File: src/rtl/kat_iic_slave_if.sv
// kat_iic_slave_if: pad-side SCL/SDA and fabric-side byte
// handshake of the I2C responder.
interface kat_iic_slave_if;
  logic       scl_i;
  logic       sda_i;
  logic       sda_o;
  logic       sda_t;
  logic [7:0] rx_data;
  logic       rx_valid;
  logic       rx_first;
  logic [7:0] tx_data;
  logic       tx_taken;
  logic       busy;
  logic       stop_det;

  modport slave (
    input  scl_i, sda_i, tx_data,
    output sda_o, sda_t, rx_data, rx_valid,
    output rx_first, tx_taken, busy, stop_det
  );

  modport master (
    output scl_i, sda_i, tx_data,
    input  sda_o, sda_t, rx_data, rx_valid,
    input  rx_first, tx_taken, busy, stop_det
  );
endinterface

File: src/rtl/kat_iic_slave.sv
// kat_iic_slave: oversampling I2C responder, 7-bit address,
// open-drain SDA, never stretches SCL.
module kat_iic_slave #(
  parameter logic [6:0] IIC_ADDR    = 7'h29,
  parameter int         SYNC_STAGES = 2
) (
  input logic            OPB_Clk,
  input logic            OPB_Rst,
  kat_iic_slave_if.slave bus
);
  typedef enum logic [2:0] {
    IDLE, ADDR, ADDR_ACK, WR_DATA,
    WR_ACK, RD_DATA, RD_ACK, WAIT_STOP
  } state_t;

  state_t state, state_n;

  logic [SYNC_STAGES-1:0] scl_sync, sda_sync;
  logic scl, sda, scl_z, sda_z;
  logic scl_rise, scl_fall, start, stop;

  logic [7:0] shift, shift_n;
  logic [2:0] cnt, cnt_n;
  logic full, full_n;
  logic rnw, rnw_n;
  logic first, first_n;

  logic       sda_t, sda_t_n;
  logic [7:0] rx_data, rx_data_n;
  logic       rx_valid, rx_valid_n;
  logic       rx_first, rx_first_n;
  logic       tx_taken, tx_taken_n;
  logic       busy, busy_n;
  logic       stop_det, stop_det_n;

  // Flops reset to 1 so an idle bus never looks like an edge.
  always_ff @(posedge OPB_Clk or posedge OPB_Rst) begin
    if (OPB_Rst) begin
      scl_sync <= '1;
      sda_sync <= '1;
      scl_z    <= 1'b1;
      sda_z    <= 1'b1;
    end else begin
      scl_sync <= {scl_sync[SYNC_STAGES-2:0], bus.scl_i};
      sda_sync <= {sda_sync[SYNC_STAGES-2:0], bus.sda_i};
      scl_z    <= scl;
      sda_z    <= sda;
    end
  end

  assign scl      = scl_sync[SYNC_STAGES-1];
  assign sda      = sda_sync[SYNC_STAGES-1];
  assign scl_rise = scl & ~scl_z;
  assign scl_fall = ~scl & scl_z;
  assign start    = scl & scl_z & sda_z & ~sda;
  assign stop     = scl & scl_z & ~sda_z & sda;

  always_ff @(posedge OPB_Clk or posedge OPB_Rst) begin
    if (OPB_Rst) begin
      state    <= IDLE;
      shift    <= '0;
      cnt      <= '0;
      full     <= 1'b0;
      rnw      <= 1'b0;
      first    <= 1'b0;
      sda_t    <= 1'b1;
      rx_data  <= '0;
      rx_valid <= 1'b0;
      rx_first <= 1'b0;
      tx_taken <= 1'b0;
      busy     <= 1'b0;
      stop_det <= 1'b0;
    end else begin
      state    <= state_n;
      shift    <= shift_n;
      cnt      <= cnt_n;
      full     <= full_n;
      rnw      <= rnw_n;
      first    <= first_n;
      sda_t    <= sda_t_n;
      rx_data  <= rx_data_n;
      rx_valid <= rx_valid_n;
      rx_first <= rx_first_n;
      tx_taken <= tx_taken_n;
      busy     <= busy_n;
      stop_det <= stop_det_n;
    end
  end

  always_comb begin
    state_n    = state;
    shift_n    = shift;
    cnt_n      = cnt;
    full_n     = full;
    rnw_n      = rnw;
    first_n    = first;
    sda_t_n    = sda_t;
    rx_data_n  = rx_data;
    rx_valid_n = 1'b0;
    rx_first_n = 1'b0;
    tx_taken_n = 1'b0;
    busy_n     = busy;
    stop_det_n = 1'b0;

    if (stop) begin
      state_n    = IDLE;
      sda_t_n    = 1'b1;
      busy_n     = 1'b0;
      stop_det_n = 1'b1;
      cnt_n      = '0;
      full_n     = 1'b0;
    end else if (start) begin
      state_n = ADDR;
      sda_t_n = 1'b1;
      cnt_n   = '0;
      full_n  = 1'b0;
    end else begin
      case (state)
        ADDR, WR_DATA: begin
          // full marks 8 bits in; cnt has already wrapped to 0.
          if (scl_rise && !full) begin
            shift_n = {shift[6:0], sda};
            cnt_n   = cnt + 3'd1;
            full_n  = (cnt == 3'd7);
          end else if (scl_fall && full) begin
            full_n = 1'b0;
            if (state == WR_DATA) begin
              rx_data_n  = shift;
              rx_valid_n = 1'b1;
              rx_first_n = first;
              first_n    = 1'b0;
              sda_t_n    = 1'b0;
              state_n    = WR_ACK;
            end else if (shift[7:1] == IIC_ADDR) begin
              sda_t_n = 1'b0;
              rnw_n   = shift[0];
              busy_n  = 1'b1;
              state_n = ADDR_ACK;
            end else begin
              sda_t_n = 1'b1;
              state_n = WAIT_STOP;
            end
          end
        end
        ADDR_ACK, RD_ACK: begin
          if (state == RD_ACK && scl_rise && sda) begin
            state_n = WAIT_STOP;
          end else if (scl_fall) begin
            cnt_n = '0;
            if (state == ADDR_ACK && !rnw) begin
              sda_t_n = 1'b1;
              first_n = 1'b1;
              state_n = WR_DATA;
            end else begin
              shift_n    = bus.tx_data;
              tx_taken_n = 1'b1;
              sda_t_n    = bus.tx_data[7];
              state_n    = RD_DATA;
            end
          end
        end
        WR_ACK: begin
          if (scl_fall) begin
            sda_t_n = 1'b1;
            state_n = WR_DATA;
          end
        end
        RD_DATA: begin
          if (scl_fall) begin
            cnt_n = cnt + 3'd1;
            if (cnt == 3'd7) begin
              sda_t_n = 1'b1;
              state_n = RD_ACK;
            end else begin
              shift_n = {shift[6:0], 1'b0};
              sda_t_n = shift[6];
            end
          end
        end
        default: ;
      endcase
    end
  end

  assign bus.sda_o    = 1'b0;
  assign bus.sda_t    = sda_t;
  assign bus.rx_data  = rx_data;
  assign bus.rx_valid = rx_valid;
  assign bus.rx_first = rx_first;
  assign bus.tx_taken = tx_taken;
  assign bus.busy     = busy;
  assign bus.stop_det = stop_det;
endmodule

File: src/flat_wrapper.sv
// flat-port wrapper written by rule: the top's interface ports become plain ports
module kat_iic_slave_flat 
#(
  parameter logic [6:0] IIC_ADDR    = 7'h29,
  parameter int         SYNC_STAGES = 2
)
  (OPB_Clk, OPB_Rst, bus_scl_i, bus_sda_i, bus_tx_data, bus_sda_o, bus_sda_t, bus_rx_data, bus_rx_valid, bus_rx_first, bus_tx_taken, bus_busy, bus_stop_det);
  kat_iic_slave_if bus_i ();
  input logic OPB_Clk;
  input logic OPB_Rst;
  input wire logic [$bits(bus_i.scl_i)-1:0] bus_scl_i;
  input wire logic [$bits(bus_i.sda_i)-1:0] bus_sda_i;
  input wire logic [$bits(bus_i.tx_data)-1:0] bus_tx_data;
  output wire logic [$bits(bus_i.sda_o)-1:0] bus_sda_o;
  output wire logic [$bits(bus_i.sda_t)-1:0] bus_sda_t;
  output wire logic [$bits(bus_i.rx_data)-1:0] bus_rx_data;
  output wire logic [$bits(bus_i.rx_valid)-1:0] bus_rx_valid;
  output wire logic [$bits(bus_i.rx_first)-1:0] bus_rx_first;
  output wire logic [$bits(bus_i.tx_taken)-1:0] bus_tx_taken;
  output wire logic [$bits(bus_i.busy)-1:0] bus_busy;
  output wire logic [$bits(bus_i.stop_det)-1:0] bus_stop_det;
  assign bus_i.scl_i = bus_scl_i;
  assign bus_i.sda_i = bus_sda_i;
  assign bus_i.tx_data = bus_tx_data;
  assign bus_sda_o = bus_i.sda_o;
  assign bus_sda_t = bus_i.sda_t;
  assign bus_rx_data = bus_i.rx_data;
  assign bus_rx_valid = bus_i.rx_valid;
  assign bus_rx_first = bus_i.rx_first;
  assign bus_tx_taken = bus_i.tx_taken;
  assign bus_busy = bus_i.busy;
  assign bus_stop_det = bus_i.stop_det;
  kat_iic_slave #(.IIC_ADDR(IIC_ADDR), .SYNC_STAGES(SYNC_STAGES)) u_core (.OPB_Clk(OPB_Clk), .OPB_Rst(OPB_Rst), .bus(bus_i));
endmodule
File: config.mk
export PLATFORM = sky130hd
export DESIGN_NAME = kat_iic_slave_flat
export DESIGN_NICKNAME = d
export VERILOG_FILES = /design/src/rtl/kat_iic_slave_if.sv /design/src/rtl/kat_iic_slave.sv /design/src/flat_wrapper.sv
export SDC_FILE = /design/constraint.sdc
export NUM_CORES = 1
export LEC_CHECK = 0
export ABC_AREA = 0
export CAP_MARGIN = 20
export CORE_ASPECT_RATIO = 0.75
export CORE_MARGIN = 5
export CORE_UTILIZATION = 55
export CTS_CLUSTER_DIAMETER = 200
export DETAILED_ROUTE_END_ITERATION = 6
export PLACE_DENSITY = 0.89
export SYNTH_ARGS = -nofsm -noshare
export SYNTH_HDL_FRONTEND = slang
export SYNTH_SLANG_ARGS = --single-unit
File: constraint.sdc
create_clock -name OPB_Clk -period 3.7 [get_ports OPB_Clk]
set_clock_uncertainty 0.2 [all_clocks]
set_input_delay 0.74 -clock OPB_Clk [delete_from_list [all_inputs] [get_ports OPB_Clk]]
set_output_delay 0.74 -clock OPB_Clk [all_outputs]
set_load 0.05 [all_outputs]
==> summary.md, run 1 <==
| Metric | Value |
|---|---|
| Outcome | `finished, final reports clean` |
| Layer with the highest usage | `met2` |
| Final setup margin | `1.16 ns` |
| Longest Clk Path Bufs | `2` |
| Fin. Hold Viols | `0` |
| Syn nets | `179` |
| Flops & latches, synth | `37` |
| DIE HEIGHT | `59.7 um` |
| Met2 usage | `0.270` |
| Hold Startpoint | `u_core.scl_sync[0]` |
| Critical path class | `reg -> out` |
| Max-Cap Viols | `0` |
| Row count | `18` |
| Post-Syn Area per Cell | `11.0 um^2` |
| Global-route usage over all layers | `0.187` |
| Via density | `5.82` |
| Post-layout util | `0.680` |
| Routability congestion estimate | `1.02` |
| Via count | `1351` |
| Largest net degree at the start of global routing | `38` |
| Setup crit end kind | `primary output` |
| Critical Path Max Stage Delay | `0.79 ns` |
| Int Pwr | `1010 uW` |
| Die W | `76.2 um` |
| Root buffer cell | `clkbuf_8` |
| Cells along the critical path | `clkdlybuf4s50_1` |
| Antenna-violating nets left | `0` |
| Post CTS Setup Buffer Count | `0` |
| Critical path peak fanout | `2` |
| Initial core utilization | `0.562` |
| Clk pwr share | `0.216` |
| Post-Place Setup Slack | `1.45 ns` |
| Crit path launch | `u_core.bus.sda_t` |
| Layout cell share with drive strength beyond 1 | `0.198` |
| Setup violations, final | `0` |
| Comb pwr share | `0.383` |
| Crit path max-delay family | `buffers and inverters` |
| Initial antenna violation count | `0` |
| WHS | `0.155 ns` |
| Core area | `3220 um^2` |
| Worst Hold Class | `reg -> reg` |
| # IOs | `27` |
| Rel. slew slack | `0.651` |
| Final setup TNS | `0 ns` |
| Reg2Reg Depth | `4` |
| Final slew viol count | `0` |
| Met3 global-route usage | `0.0452` |
| Grt met1 use | `0.267` |
| Area Growth Syn to Fin | `21.0%` |
| First-pass GRT wire length | `6490 um` |
| Post-synth EDFFs | `0` |
| Most used DFF post-synth | `dfrtp_1` |
| Hold path depth | `0` |
| Syn Inst Count | `165` |
| Reg2Reg Launch Point | `u_core.state[1]` |
| Ys async rst share | `1.00` |
| Vias in the first global route | `1302` |
| Gr ovfl total | `0` |
| Post-layout nets | `205` |
| CTS tree | `done` |
| Clk sink count | `37` |
| Slowest cell on the critical path | `clkdlybuf4s50_1` |
| Post-detail-place hpwl | `2840 um` |
| Reg2reg setup slack | `1.45 ns` |
| Fmax achieved | `393 MHz` |
| Clk_lat worst skew | `0.29 ns` |
| Period utilisation layout | `0.688` |
| Crit path arrival time | `1.60 ns` |
| Fill cells | `228` |
| Routed WL | `3860 um` |
| Hold Path End | `u_core.scl_sync[1]` |
| Period minus WS final | `2.54 ns` |
| H-tree levels | `2` |
| CTS Buf Count | `5` |
| Port Buffer Count | `25` |
| CTS clk-pin slew, worst paths | `0.07 ns` |
| Pleak | `0.000979 uW` |
| Mapped Area | `1810 um^2` |
| Critical path startpoint category | `flip-flop` |
| # DRC | `0` |
| Ant diodes | `0` |
| Worst path bufs/invs | `1` |
| Die area | `4550 um^2` |
| Switch share | `0.381` |
| Cts hold-fix bufs | `0` |
| Sw power | `623 uW` |
| RSZ-0062 raised after global routing | `no` |
| Tightest Pin Transition | `0.523 ns` |
| Req. time, crit path | `2.76 ns` |
| Max IR drop VDD | `0.428 mV` |
| Routed len/inst | `16.6 um` |
| Sequential area share after synthesis | `0.517` |
| P per Cell Area | `746 nW/um^2` |
| CTS resizes | `0` |
| Yosys cell types | `45` |
| Part of the power in registers | `0.402` |
| DRT Pass-1 Iters | `4` |
| Reg2reg end | `u_core.shift[2]` |
| Warnings, synthesis | `0` |
| Detailed Route Iter0 Violations | `152` |
## Yosys cell counts (2+ instances only)
cell type	instances	area share
mux2i_1	3	0.017
nand2_1	24	0.050
nor3_1	5	0.014
and2b_1	2	0.0083
o22ai_1	4	0.014
a211oi_1	2	0.0083
dfstp_2	7	0.10
nand2b_1	5	0.017
o21bai_1	2	0.0083
dfrtp_1	30	0.41
ha_1	2	0.014
a31oi_1	2	0.0069
and2_1	3	0.010
inv_1	4	0.0083
mux2_1	2	0.012
a21oi_1	6	0.017
clkbuf_1	2	0.0042
o21ai_0	3	0.0083
nor2_1	12	0.025
buf_4	3	0.012
mux2_2	16	0.10
buf_2	2	0.0055
nor4b_1	2	0.0097
## metrics by stage
stage / instance area (um^2) / cells / power [uW]
2_1_floorplan: 1810 / 165 / 1110
3_3_place_gp: 2070 / 224 / 1240
3_5_place_dp: 2070 / 224 / 1270
4_1_cts: 2190 / 232 / 1630
5_1_grt: 2190 / 232 / 1740
6_report: 2190 / 232 / 1630
## flip-flops by register name, indices dropped and copies added (netlist names), 2 cells and up
name,flops
u_core.sda_sync,2
u_core.state,3
u_core.bus.rx_data,8
u_core.scl_sync,2
u_core.cnt,3
u_core.shift,8
## kinds of logic (layout without fill, tap and decap cells)
| family | count (synthesis) | count (layout) | share of synthesized area |
|---|---|---|---|
| AO/OA/AOI/OAI | 29 | 29 | 0.117 |
| AND/OR/NAND/NOR | 63 | 63 | 0.185 |
| other | 1 | 1 | 0.00207 |
| flip-flops | 37 | 37 | 0.517 |
| adder cells (fa/ha/maj) | 2 | 2 | 0.0138 |
| multiplexers | 21 | 21 | 0.129 |
| buffers and inverters | 12 | 39 | 0.0367 |
## placed cells by master, fill, tap and decap left out, types with 3 or more instances in the layout
| cell | n |
|---|---|
| nand2_1 | 24 |
| mux2i_1 | 3 |
| nand2b_1 | 5 |
| o21ai_0 | 3 |
| clkbuf_8 | 6 |
| o22ai_1 | 4 |
| a21oi_1 | 6 |
| nor2_1 | 12 |
| nor3_1 | 5 |
| dfrtp_1 | 30 |
| mux2_2 | 16 |
| and2_1 | 3 |
| clkdlybuf4s50_1 | 25 |
| dfstp_2 | 7 |
| inv_1 | 4 |
## worst max path at each step
stage                      end  depth (start not counted)
3_5_place_dp         bus_sda_t                          1
2_1_floorplan  u_core.shift[1]                          6
5_1_grt              bus_sda_t                          1
6_report             bus_sda_t                          1
4_1_cts              bus_sda_t                          1
3_3_place_gp         bus_sda_t                          1
## worst register-to-register path: cells and delay by family (launching register included)
family,cells,cell delay [ns]
AO/OA/AOI/OAI,2,0.63
flip-flops,1,0.56
AND/OR/NAND/NOR,1,0.37
multiplexers,1,0.37
## power groups by stage
| stage | combinational [uW] | sequential [uW] | clock (uW) |
|---|---|---|---|
| after global routing | 685 | 673 | 384 |
| after detailed placement | 614 | 657 | 0 |
| after global placement | 591 | 645 | 0 |
| after floorplan | 440 | 672 | 0 |
| final | 625 | 656 | 353 |
| after CTS | 619 | 650 | 362 |
## per-layer routing
metal,share of wire,vias to the layer above
met2,0.44,69
li1,-,636
met5,0,-
met3,0.10,12
met4,0.027,0
met1,0.43,634
## final cells by class
| class | count | area (um^2) | area share |
|---|---|---|---|
| Timing Repair Buffer | 27 | 265 | 0.121 |
| Multi-Input combinational cell | 116 | 808 | 0.369 |
| Tap cell | 40 | 50.0 | 0.0229 |
| Clock buffer | 7 | 86.3 | 0.0394 |
| Sequential cell | 37 | 935 | 0.427 |
| Inverter | 4 | 15.0 | 0.00686 |
| Clock inverter | 1 | 30.0 | 0.0137 |
(Power assumes the default switching activity.)
==> run 2, diff against run 1 <==
--- a/config.mk
+++ b/config.mk
@@ -9,10 +9,10 @@
 export CAP_MARGIN = 20
 export CORE_ASPECT_RATIO = 0.75
 export CORE_MARGIN = 5
-export CORE_UTILIZATION = 55
+export CORE_UTILIZATION = 48
 export CTS_CLUSTER_DIAMETER = 200
 export DETAILED_ROUTE_END_ITERATION = 6
-export PLACE_DENSITY = 0.89
+export PLACE_DENSITY = 0.83
 export SYNTH_ARGS = -nofsm -noshare
 export SYNTH_HDL_FRONTEND = slang
 export SYNTH_SLANG_ARGS = --single-unit
==> constraint.sdc (replaced) <==
create_clock -name OPB_Clk -period 2.15 [get_ports OPB_Clk]
set_clock_uncertainty 0.2 [all_clocks]
set_input_delay 0.43 -clock OPB_Clk [delete_from_list [all_inputs] [get_ports OPB_Clk]]
set_output_delay 0.43 -clock OPB_Clk [all_outputs]
set_load 0.05 [all_outputs]
==> run 2 against run 1 <==
  * Wire length is 1.7% higher
  * Die area up 12%
  * Non-clock buffer count grew 8
  * Hold slack gained 0.0018 ns
  * First-iteration DRC count grew 9.9%
  * Sequential share of layout area decreased by 0.62 points
  * Sequential power is 66% higher
  * Final cell count is 8.6% higher
  * Critical path depth increased by 4
  * Register-to-register slack got worse by 1.4 ns
  * Via count grew 3.6%
  * Combinational power rose by 87%
==> summary.md, run 2 (same netlist as run 1, synthesis figures left out) <==
| Metric | Value |
|---|---|
| Outcome | `finished, final reports clean (unchanged)` |
| Most common cell after layout, fill and taps aside | `dfrtp_1 (unchanged)` |
| H-tree levels | `2 (unchanged)` |
| Final slew viol count | `0 (unchanged)` |
| Hold path depth | `0 (unchanged)` |
| Reg2Reg Depth | `5 (was 4)` |
| Max-Cap Viols | `0 (unchanged)` |
| Initial core utilization | `0.497 (was 0.562)` |
| Int Pwr | `1650 uW (was 1010 uW)` |
| Routed len/inst | `15.6 um (was 16.6 um)` |
| Pleak | `0.00102 uW (was 0.000979 uW)` |
| # DRC | `0 (unchanged)` |
| Post-detail-place hpwl | `2930 um (was 2840 um)` |
| CTS tree | `done (unchanged)` |
| Fmax achieved | `481 MHz` |
| Comb pwr share | `0.430 (was 0.383)` |
| Commonest non-fill, non-tap cells in the layout | `30 x dfrtp_1, 24 x nand2_1, 17 x buf_4, 16 x mux2_2, 16 x clkdlybuf4s50_1 (was 30 x dfrtp_1, 25 x clkdlybuf4s50_1, 24 x nand2_1, 16 x mux2_2, 12 x nor2_1)` |
| Via density | `5.55 (was 5.82)` |
| Worst Hold Class | `reg -> reg (unchanged)` |
| Final setup TNS | `0 ns (unchanged)` |
| Fin. Hold Viols | `0 (unchanged)` |
| Initial antenna violation count | `0 (unchanged)` |
| Routability congestion estimate | `1.00 (was 1.02)` |
| Cts hold-fix bufs | `0 (unchanged)` |
| First-pass GRT wire length | `6500 um (was 6490 um)` |
| P per Cell Area | `1220 nW/um^2 (was 746 nW/um^2)` |
| Clk sink count | `37 (unchanged)` |
| Critical path startpoint category | `flip-flop (unchanged)` |
| Gr ovfl total | `0 (unchanged)` |
| Antenna-violating nets left | `0 (unchanged)` |
| Clk pwr share | `0.168 (was 0.216)` |
| Period minus WS final | `2.08 ns` |
| Req. time, crit path | `2.12 ns (was 2.76 ns)` |
| Final Non-Filler Cells | `252 (was 232)` |
| Switch share | `0.392 (was 0.381)` |
| Global-route usage over all layers | `0.169 (was 0.187)` |
| Sw power | `1060 uW (was 623 uW)` |
| WHS | `0.157 ns (was 0.155 ns)` |
| DIE HEIGHT | `63.2 um (was 59.7 um)` |
| Reg2Reg Launch Point | `u_core.state[2] (was u_core.state[1])` |
| Clk_lat worst skew | `0.29 ns (about the same)` |
| Layout cell share with drive strength beyond 1 | `0.270 (was 0.198)` |
| Routed WL | `3920 um (was 3860 um)` |
| Max IR drop VDD | `0.732 mV (was 0.428 mV)` |
| CTS Buf Count | `5 (unchanged)` |
| Largest regs | `u_core.bus.rx_data (8), u_core.shift (8) (unchanged)` |
| Critical path peak fanout | `9 (was 2)` |
| Root buffer cell | `clkbuf_8 (unchanged)` |
| Die W | `80.9 um (was 76.2 um)` |
| Period utilisation layout | `0.967` |
| CTS clk-pin slew, worst paths | `0.07 ns (about the same)` |
| Post-layout util | `0.611 (was 0.680)` |
| Via count | `1399 (was 1351)` |
| Part of the power in registers | `0.402 (about the same)` |
| Detailed Route Iter0 Violations | `167 (was 152)` |
| Port Buffer Count | `25 (unchanged)` |
| Setup violations, final | `0 (unchanged)` |
| Final Power | `2720 uW (was 1630 uW)` |
| Area Growth Syn to Fin | `22.8% (was 21.0%)` |
| Die area | `5110 um^2 (was 4550 um^2)` |
| RSZ-0062 raised after global routing | `no (unchanged)` |
| # IOs | `27 (unchanged)` |
| Tightest Pin Transition | `0.502 ns (was 0.523 ns)` |
| Setup crit end kind | `flip-flop (was primary output)` |
| Row count | `19 (was 18)` |
| Hold Startpoint | `u_core.sda_sync[0] (was u_core.scl_sync[0])` |
| Rel. slew slack | `0.664 (was 0.651)` |
| Critical path class | `reg -> reg (was reg -> out)` |
| Placed cell count | `243 (was 224)` |
| Ant diodes | `0 (unchanged)` |
| Fill cells | `303 (was 228)` |
| Post-layout nets | `213 (was 205)` |
| Longest Clk Path Bufs | `2 (unchanged)` |
| Crit path arrival time | `2.05 ns (was 1.60 ns)` |
| Largest net degree at the start of global routing | `38 (unchanged)` |
| Crit path launch | `u_core.state[2] (was u_core.bus.sda_t)` |
| DRT Pass-1 Iters | `4 (unchanged)` |
| Core area | `3640 um^2 (was 3220 um^2)` |
| Vias in the first global route | `1339 (was 1302)` |
## run 2: worst paths after layout
path	endpoint	slack (ns)
worst max-delay path	u_core.shift[2]	0.07
worst min-delay path	u_core.sda_sync[1]	0.16
worst max register to register	u_core.shift[2]	0.07
worst min register to register	u_core.sda_sync[1]	0.16
max in group asynchronous	u_core.bus.sda_t	1.05
min in group asynchronous	u_core.cnt[2]	0.35
## run 2: final cells by class
cell class / count / area (um^2) / area share
well taps: 52 / 65.1 / 0.0293
flip-flops and latches: 37 / 935 / 0.421
multi-input cells: 116 / 815 / 0.367
repair buffers: 35 / 313 / 0.141
clock buffers: 8 / 80.1 / 0.0360
inverters: 4 / 15.0 / 0.00676
## run 2: layer usage
layer / global-route usage / part of all wire / vias to the layer above
met5: 0 / 0 / -
met4: 0.0949 / 0.018 / 0
met3: 0.0513 / 0.071 / 7
met2: 0.234 / 0.45 / 54
met1: 0.233 / 0.46 / 689
li1: - / - / 649
## run 2: worst max-delay path, cell delays in order, from the launching register on
cell,delay [ns]
dfrtp_1,0.52
nor4b_2,0.38
o21ai_1,0.13
o21ai_2,0.14
o311ai_4,0.23
mux2_1,0.36
## run 2: per-stage QoR
stage	setup slack [ns]	instance area [um^2]
after floorplan	0.167	1810
after global placement	0.132	2130
after detailed placement	0.0276	2130
after CTS	0.0147	2210
after global routing	0.0118	2220
final	0.0704	2220
## run 2: power groups by stage
stage	sequential, uW	combinational [uW]	clock (uW)
2_1_floorplan	1160	757	0
3_3_place_gp	1080	1110	0
3_5_place_dp	1100	1160	0
4_1_cts	1080	1170	474
5_1_grt	1120	1280	508
6_report	1090	1170	456
## run 2: repair_timing
action,CTS,global route
setup buffers,0,1
gates resized for setup,0,1
setup endpoints to repair,0,8
==> run 3, diff against run 2 <==
--- a/config.mk
+++ b/config.mk
@@ -7,9 +7,11 @@
 export LEC_CHECK = 0
 export ABC_AREA = 0
 export CAP_MARGIN = 20
+export CELL_PAD_IN_SITES_DETAIL_PLACEMENT = 1
+export CELL_PAD_IN_SITES_GLOBAL_PLACEMENT = 1
 export CORE_ASPECT_RATIO = 0.75
 export CORE_MARGIN = 5
-export CORE_UTILIZATION = 48
+export CORE_UTILIZATION = 38
 export CTS_CLUSTER_DIAMETER = 200
 export DETAILED_ROUTE_END_ITERATION = 6
 export PLACE_DENSITY = 0.83
==> run 3 against run 2 <==
  * Clock-buffer cell count is the same
  * Non-clock buffer count grew 2
  * Global-route usage shrank 1.3 points
  * Critical path depth is the same
  * Die area grew 22%
  * Final cell count grew 2.8%
  * Largest cell class unchanged
  * Utilization shrank 11 points
  * Sequential cell count is the same
  * Maximum frequency shrank 1.8%
  * Register-to-register slack lost 0.04 ns
==> summary.md, run 3 (same netlist as run 1, synthesis figures left out) <==
| Metric | Value |
|---|---|
| Cts hold-fix bufs | `0 (unchanged)` |
| Layout cell share with drive strength beyond 1 | `0.292 (was 0.270)` |
| Row count | `21 (was 19)` |
| Critical path startpoint category | `flip-flop (unchanged)` |
| H-tree levels | `2 (unchanged)` |
| Worst Hold Class | `reg -> reg (unchanged)` |
| Area Growth Syn to Fin | `25.3% (was 22.8%)` |
| Largest net degree at the start of global routing | `38 (unchanged)` |
| Routability congestion estimate | `0.865 (was 1.00)` |
| Post-Place Setup Slack | `-0.0442 ns (was 0.0276 ns)` |
| Via density | `5.32 (was 5.55)` |
| Die area | `6260 um^2 (was 5110 um^2)` |
| Longest Clk Path Bufs | `2 (unchanged)` |
| # DRC | `0 (unchanged)` |
| WHS | `0.160 ns (was 0.157 ns)` |
| Final Power | `2830 uW (was 2720 uW)` |
| DIE HEIGHT | `69.8 um (was 63.2 um)` |
| Switch share | `0.402 (was 0.392)` |
| Root buffer cell | `clkbuf_8 (unchanged)` |
| Antenna-violating nets left | `0 (unchanged)` |
| Outcome | `finished, final reports clean (unchanged)` |
| Ant diodes | `0 (unchanged)` |
| Placed cell count | `249 (was 243)` |
| Fill cells | `504 (was 303)` |
| Critical path class | `reg -> reg (unchanged)` |
| Detailed Route Iter0 Violations | `93 (was 167)` |
| Req. time, crit path | `2.13 ns (was 2.12 ns)` |
| Gr ovfl total | `0 (unchanged)` |
| Pleak | `0.00103 uW (was 0.00102 uW)` |
| Comb pwr share | `0.422 (was 0.430)` |
| Clk sink count | `37 (unchanged)` |
| Critical Path Max Stage Delay | `0.61 ns (was 0.52 ns)` |
| Clk pwr share | `0.184 (was 0.168)` |
| Via count | `1377 (was 1399)` |
| Int Pwr | `1690 uW (was 1650 uW)` |
| Commonest non-fill, non-tap cells in the layout | `29 x dfrtp_1, 24 x nand2_1, 19 x buf_4, 18 x clkdlybuf4s50_1, 16 x mux2_2 (was 30 x dfrtp_1, 24 x nand2_1, 17 x buf_4, 16 x mux2_2, 16 x clkdlybuf4s50_1)` |
| Global-route usage over all layers | `0.156 (was 0.169)` |
| CTS tree | `done (unchanged)` |
| Clk_lat worst skew | `0.30 ns (was 0.29 ns)` |
| Largest regs | `u_core.bus.rx_data (8), u_core.shift (8) (unchanged)` |
| Final setup TNS | `0 ns (unchanged)` |
| Die W | `89.7 um (was 80.9 um)` |
| Vias in the first global route | `1446 (was 1339)` |
| Critical path peak fanout | `9 (unchanged)` |
| Setup crit end kind | `flip-flop (unchanged)` |
| Setup violations, final | `0 (unchanged)` |
| Initial antenna violation count | `0 (unchanged)` |
| First-pass GRT wire length | `7430 um (was 6500 um)` |
| Final Non-Filler Cells | `259 (was 252)` |
| Core area | `4550 um^2 (was 3640 um^2)` |
| Rel. slew slack | `0.647 (was 0.664)` |
| DRT Pass-1 Iters | `4 (unchanged)` |
| Routed len/inst | `17.5 um (was 15.6 um)` |
| Cells along the critical path | `and4bb_1 -> o21ai_2 -> o21ai_4 -> o311ai_4 -> mux2_2 (was nor4b_2 -> o21ai_1 -> o21ai_2 -> o311ai_4 -> mux2_1)` |
| Period utilisation layout | `0.985 (was 0.967)` |
| Fin. Hold Viols | `0 (unchanged)` |
| Port Buffer Count | `25 (unchanged)` |
| Part of the power in registers | `0.394 (was 0.402)` |
| Most common cell after layout, fill and taps aside | `dfrtp_1 (unchanged)` |
| Final slew viol count | `0 (unchanged)` |
| Post-layout nets | `215 (was 213)` |
| CTS clk-pin slew, worst paths | `0.07 ns (about the same)` |
| # IOs | `27 (unchanged)` |
| Max-Cap Viols | `0 (unchanged)` |
| Period minus WS final | `2.12 ns (was 2.08 ns)` |
| Post-detail-place hpwl | `3330 um (was 2930 um)` |
| P per Cell Area | `1250 nW/um^2 (was 1220 nW/um^2)` |
| Sw power | `1140 uW (was 1060 uW)` |
| Slowest cell on the critical path | `dfstp_2 (was dfrtp_1)` |
| Tightest Pin Transition | `0.528 ns (was 0.502 ns)` |
| Max IR drop VDD | `0.475 mV (was 0.732 mV)` |
| Routed WL | `4540 um (was 3920 um)` |
| Initial core utilization | `0.398 (was 0.497)` |
| Final setup margin | `0.0318 ns (was 0.0704 ns)` |
| Crit path arrival time | `2.10 ns (was 2.05 ns)` |
| Fmax achieved | `472 MHz (was 481 MHz)` |
| CTS Buf Count | `5 (unchanged)` |
-- run 3: what timing repair did --
| action | 4_1_cts | 5_1_grt |
|---|---|---|
| pin swaps | 0 | 0 |
| setup buffers | 0 | 2 |
| gates resized for setup | 1 | 5 |
| setup endpoints to repair | 7 | 9 |
-- run 3: worst paths after layout --
check | start | endpoint | slack, ns | cells past startpoint
setup / recovery | u_core.scl_sync[1] | u_core.shift[7] | 0.03 | 5
hold / removal | u_core.sda_sync[0] | u_core.sda_sync[1] | 0.16 | 0
setup reg to reg | u_core.scl_sync[1] | u_core.shift[7] | 0.03 | 5
hold reg to reg | u_core.sda_sync[0] | u_core.sda_sync[1] | 0.16 | 0
max in group asynchronous | OPB_Rst | u_core.bus.sda_t | 1.05 | 3
min in group asynchronous | OPB_Rst | u_core.bus.rx_data[1] | 0.33 | 3
-- run 3: per-stage QoR --
| stage | cell area (um^2) | util |
|---|---|---|
| floorplan | 1810 | - |
| global placement | 2140 | 0.470 |
| detailed placement | 2140 | 0.470 |
| CTS | 2230 | 0.491 |
| global route | 2270 | 0.499 |
| finish | 2270 | 0.499 |
-- run 3: final cells by class --
class / count / area, um^2 / area share
Tap cell: 57 / 71.3 / 0.0315
Sequential cell: 37 / 936 / 0.413
Clock buffer: 8 / 90.1 / 0.0397
Multi-Input combinational cell: 116 / 832 / 0.367
Timing Repair Buffer: 37 / 323 / 0.142
Inverter: 4 / 15.0 / 0.00662
-- run 3: per-layer routing --
layer	routed length, um	share of wire	up-vias	global-route usage
met5	0	0	-	0
met4	54	0.012	0	0.0479
met3	199	0.044	5	0.0499
met2	2070	0.46	27	0.226
met1	2220	0.49	700	0.220
li1	-	-	645	-
-- run 3: worst max-delay path: cells and delay by family, from the launching register on --
family / cells / cell delay [ns]
simple gates: 1 / 0.26
flops: 1 / 0.61
compound gates: 3 / 0.51
mux: 1 / 0.41
-- run 3: power by group through the flow --
stage,registers (uW),logic [uW],clock network [uW]
CTS,1110,1190,518
detailed placement,1120,1180,0
floorplan,1160,757,0
finish,1120,1190,520
global route,1140,1320,556
global placement,1090,1120,0
